===== src/rtl/mux16_rr_sched_if.sv =====
// rtl/mux16_rr_sched_if.sv - request/data/grant bundle for the 16-channel round-robin scheduler
interface mux16_rr_sched_if;
    logic [15:0] req;
    logic [15:0] in;
    logic [3:0]  sel;
    logic [15:0] grant;
    logic        busy;
    logic        out;

    modport master (
        output req,
        output in,
        input  sel,
        input  grant,
        input  busy,
        input  out
    );

    modport slave (
        input  req,
        input  in,
        output sel,
        output grant,
        output busy,
        output out
    );
endinterface


===== src/rtl/mux16_rr_sched.sv =====
// rtl/mux16_rr_sched.sv - 16-channel round-robin grant scheduler with bounded hold and registered 16:1 mux
module mux16_rr_sched #(
    parameter int HOLD = 4
) (
    input  logic              clk,
    input  logic              rst,
    mux16_rr_sched_if.slave   bus
);

    typedef enum logic {
        IDLE  = 1'b0,
        GRANT = 1'b1
    } state_t;

    localparam logic [3:0] RELOAD = 4'(HOLD - 1);

    state_t      state_q;
    logic [3:0]  sel_q;
    logic [15:0] grant_q;
    logic        busy_q;
    logic        out_q;
    logic [3:0]  cnt_q;
    logic [3:0]  last_q;

    logic [3:0]  win_d;
    logic        found_d;
    logic [3:0]  scan_idx;
    logic        any_req;
    logic        release_d;

    assign any_req = |bus.req;

    // Round-robin search: start just after the last winner, last winner itself is checked last
    always_comb begin
        win_d    = last_q;
        found_d  = 1'b0;
        scan_idx = last_q;
        for (int k = 1; k <= 16; k++) begin
            scan_idx = last_q + 4'(k);
            if (!found_d && bus.req[scan_idx]) begin
                win_d   = scan_idx;
                found_d = 1'b1;
            end
        end
    end

    // A new arbitration happens when idle, when the owner drops its request, or when its hold expires
    always_comb begin
        release_d = 1'b1;
        if (state_q == GRANT) begin
            release_d = !bus.req[sel_q] || (cnt_q == 4'd0);
        end
    end

    // Scheduler FSM with registered grant/select/busy and the one-cycle-late data mux
    always_ff @(posedge clk) begin
        if (rst) begin
            state_q <= IDLE;
            sel_q   <= 4'd0;
            grant_q <= 16'h0000;
            busy_q  <= 1'b0;
            out_q   <= 1'b0;
            cnt_q   <= 4'd0;
            last_q  <= 4'd15;
        end else begin
            out_q <= busy_q ? bus.in[sel_q] : 1'b0;
            if (release_d) begin
                if (any_req) begin
                    state_q <= GRANT;
                    sel_q   <= win_d;
                    grant_q <= 16'h0001 << win_d;
                    busy_q  <= 1'b1;
                    cnt_q   <= RELOAD;
                    last_q  <= win_d;
                end else begin
                    state_q <= IDLE;
                    grant_q <= 16'h0000;
                    busy_q  <= 1'b0;
                end
            end else begin
                cnt_q <= cnt_q - 4'd1;
            end
        end
    end

    assign bus.sel   = sel_q;
    assign bus.grant = grant_q;
    assign bus.busy  = busy_q;
    assign bus.out   = out_q;

endmodule


===== src/flat_wrapper.sv =====
// flat-port wrapper written by rule: the top's interface ports become plain ports
module mux16_rr_sched_flat 
#(
    parameter int HOLD = 4
)
  (clk, rst, bus_req, bus_in, bus_sel, bus_grant, bus_busy, bus_out);
  mux16_rr_sched_if bus_i ();
  input  logic clk;
  input  logic rst;
  input wire logic [$bits(bus_i.req)-1:0] bus_req;
  input wire logic [$bits(bus_i.in)-1:0] bus_in;
  output wire logic [$bits(bus_i.sel)-1:0] bus_sel;
  output wire logic [$bits(bus_i.grant)-1:0] bus_grant;
  output wire logic [$bits(bus_i.busy)-1:0] bus_busy;
  output wire logic [$bits(bus_i.out)-1:0] bus_out;
  assign bus_i.req = bus_req;
  assign bus_i.in = bus_in;
  assign bus_sel = bus_i.sel;
  assign bus_grant = bus_i.grant;
  assign bus_busy = bus_i.busy;
  assign bus_out = bus_i.out;
  mux16_rr_sched #(.HOLD(HOLD)) u_core (.clk(clk), .rst(rst), .bus(bus_i));
endmodule

===== config.mk =====
export PLATFORM = sky130hd
export DESIGN_NAME = mux16_rr_sched_flat
export DESIGN_NICKNAME = d
export VERILOG_FILES = /design/src/rtl/mux16_rr_sched_if.sv /design/src/rtl/mux16_rr_sched.sv /design/src/flat_wrapper.sv
export SDC_FILE = /design/constraint.sdc
export NUM_CORES = 1
export LEC_CHECK = 0
export ABC_AREA = 0
export BUFFER_PORTS_ARGS = -buffer_cell sky130_fd_sc_hd__clkbuf_2
export CORE_ASPECT_RATIO = 0.9
export CORE_MARGIN = 1
export CORE_UTILIZATION = 45
export DETAILED_ROUTE_END_ITERATION = 7
export HOLD_SLACK_MARGIN = 0.1
export PLACE_DENSITY = 0.76
export SLEW_MARGIN = 20
export SYNTH_ARGS = -nofsm -noshare
export SYNTH_HDL_FRONTEND = slang
export SYNTH_SLANG_ARGS = --single-unit

===== constraint.sdc =====
create_clock -name clk -period 12.2 [get_ports clk]
set_input_delay 1.22 -clock clk [delete_from_list [all_inputs] [get_ports clk]]
set_output_delay 1.22 -clock clk [all_outputs]
set_load 0.05 [all_outputs]

==> reports/qor.csv <==
metric,value,unit
grt_first_pass_wirelength,21100,µm
syn_to_final_growth,10.11,%
clk_path_buf_depth,2,
r2r_setup_slack,7100,ps
status,"finished, violations left",
grt_antenna_before_repair,0,
wl_per_cell,21.06,µm
synthFlopType,dfxtp_1,
grt_pass1_vias,3995,
cts_tree,yes,
setup_viol,0,
layout-drive-gt1-share,0.2852,
grt_max_degree,39,
fillers,852,
synth_common_cells,"59 x nand2_1, 35 x mux2i_1, 35 x nor2_1",
h-tree-depth,2,
core_area,9166,µm²
drt_wl_total,13500,µm
synth.cell_area,4257,µm²
insertion_delay,290,ps
rr_endpoint,u_core.bus.grant[9],
drt-initial-drc-count,469,
slowest_delay,510,ps
relSlewSlack,0.3453,
netlist.area_leader.share,0.1746,
crit_required,12390,ps
crit_chain,buf_4 > inv_1 > ha_1 > buf_4 > mux2_2 > mux4_2 > mux2_4 > nor4_4 > and4_1 > nand2_1 > a32oi_1 > nand3b_2 > o31ai_1,
reg2reg_from,u_core.last_q[0],
fin_skew,7.869,ps
worstPathBufferInverterCount,3,
path_class,flop to flop,
crit_path_end,u_core.bus.grant[9],
yosys_register_bits,30,
netlist_top_cells_area,"mux4_2 17%, dfxtp_1 14%, mux2i_1 8.2%",
clk_pin_slew_worst_paths,70,ps
min_period_over_period,0.4182,
crit_top_cell,buf_4,
slew_violations,0,
pin_count,56,
post_cts_resized,0,
cp.depth,13,
cp_slowest_cell,mux4_2,
cp-startpoint,u_core.last_q[0],
synth_cells,478,
clock_sinks,30,
post-synth-top-count-cell,nand2_1,
final.min_clock_period,5102,ps
ys_warn_count,0,
portBuffers,55,
yosysSeqAreaShare,0.1411,
failed_checks,DRC,
drt-pass1-iter-count,8,
critPathTopFamily,multiplexers,
cts_root_buf,clkbuf_8,
drc_errors,1,
r2r_cells,13,
yosys.area.top_type,mux4_2,
viasPerCell,6.908,
syn_nets,521,
rsz0062_at_grt,false,
synth_edf_count,0,
start_kind,flop,
hold_buffers,0,
die_area,9853,µm²
overflow,0,
synth_cell_types,76,
synthArstFlopShare,0,
post_cts_buffers,0,
endpoint_kind,flop,
hold_violations,0,
hold_depth,2,
cts_buffers,5,
arrival,5290,ps
fmax,196.0,MHz
die_x,104.5,µm
final_nets,561,
rows,33,
syn_avg_cell_area,8.905,µm²
grt_usage,0.2714,
dp_hpwl,10230,µm
initial_core_util,0.4644,
worst_pin_slew,978.5,ps
antenna_left,0,
die_y,94.27,µm
globalplace.congestion,0.9857,
hold_class,flop to flop,
drv_cap,0,
path_max_fanout,38,
diodes,0,
setup_tns,0,ps
vias,4428,
[cell type report]
cell class                      count  area [µm²]  share of cell area
Inverter                           11       41.29            0.008809
Sequential cell                    30       600.6              0.1281
Clock buffer                        5       68.82             0.01468
Tap cell                          122       152.6             0.03257
Clock inverter                      3       40.04            0.008542
Timing Repair Buffer               60       312.8             0.06674
Multi-Input combinational cell    410        3471              0.7405
[metal layers]
| layer | up-vias | track usage | share of wire |
|---|---|---|---|
| met5 | - | 0 | 0 |
| met4 | 0 | 0.07857 | 0.022 |
| met3 | 41 | 0.04022 | 0.11 |
| met2 | 323 | 0.4299 | 0.45 |
| met1 | 2087 | 0.3812 | 0.42 |
| li1 | 1977 | - | - |
[flip-flops by register name, indices dropped and copies added, names as in the netlist]
signal            flops
u_core.last_q         4
u_core.cnt_q          4
u_core.state_q        1
u_core.bus.grant     16
u_core.bus.out        1
u_core.bus.sel        4
[layout by cell type (no fill, tap or decap), drive strengths merged, types with 8 or more instances in the layout]
| master | n |
|---|---|
| a21oi | 14 |
| inv | 9 |
| nand2 | 60 |
| nand3 | 10 |
| o211ai | 8 |
| mux4 | 33 |
| nand4 | 8 |
| o31ai | 11 |
| xnor2 | 12 |
| nor3 | 12 |
| clkbuf | 60 |
| dfxtp | 30 |
| mux2 | 32 |
| nor2 | 35 |
| mux2i | 35 |
| o21ai | 17 |
| ha | 9 |
[metrics by stage]
stage	setup slack [ps]	hold WS, ps	area [µm²]	instances	util
2_1_floorplan	7891	451.3	4257	478	-
3_3_place_gp	7295	437.2	4578	633	0.4995
3_5_place_dp	7176	441.7	4578	633	0.4995
4_1_cts	7123	455.4	4687	641	0.5113
5_1_grt	6739	472.5	4687	641	0.5113
6_report	7098	451.3	4687	641	0.5113
[worst reg2reg max path, stage by stage (launching register included)]
cell and delay [ps]:
dfxtp_1 310, buf_4 420, inv_1 430, ha_1 420, buf_4 350, mux2_2 420
mux4_2 520, mux2_4 340, nor4_4 350, and4_1 380, nand2_1 80, a32oi_1 440
nand3b_2 250, o31ai_1 300
[kinds of logic (layout without fill, tap and decap cells)]
group | Yosys count | after routing | synth area share
compound gates | 122 | 122 | 0.2213
xor+xnor | 18 | 18 | 0.03704
fa+ha+maj | 9 | 9 | 0.02646
buf+inv | 38 | 79 | 0.04350
flops | 30 | 30 | 0.1411
mux | 100 | 100 | 0.3433
simple gates | 161 | 161 | 0.1872
[how the worst min path moves through the flow]
stage	start	endpoint	slack, ps
after floorplan	u_core.cnt_q[0]	u_core.cnt_q[0]	450
after global placement	u_core.bus.grant[0]	u_core.bus.grant[0]	440
after detailed placement	u_core.bus.grant[0]	u_core.bus.grant[0]	440
after CTS	u_core.bus.grant[0]	u_core.bus.grant[0]	460
after global routing	u_core.bus.grant[0]	u_core.bus.grant[0]	470
final	u_core.bus.grant[0]	u_core.bus.grant[0]	450
Power is not shown: default switching activity piles up to over one toggle a cycle in this logic, so the estimate is an artifact.
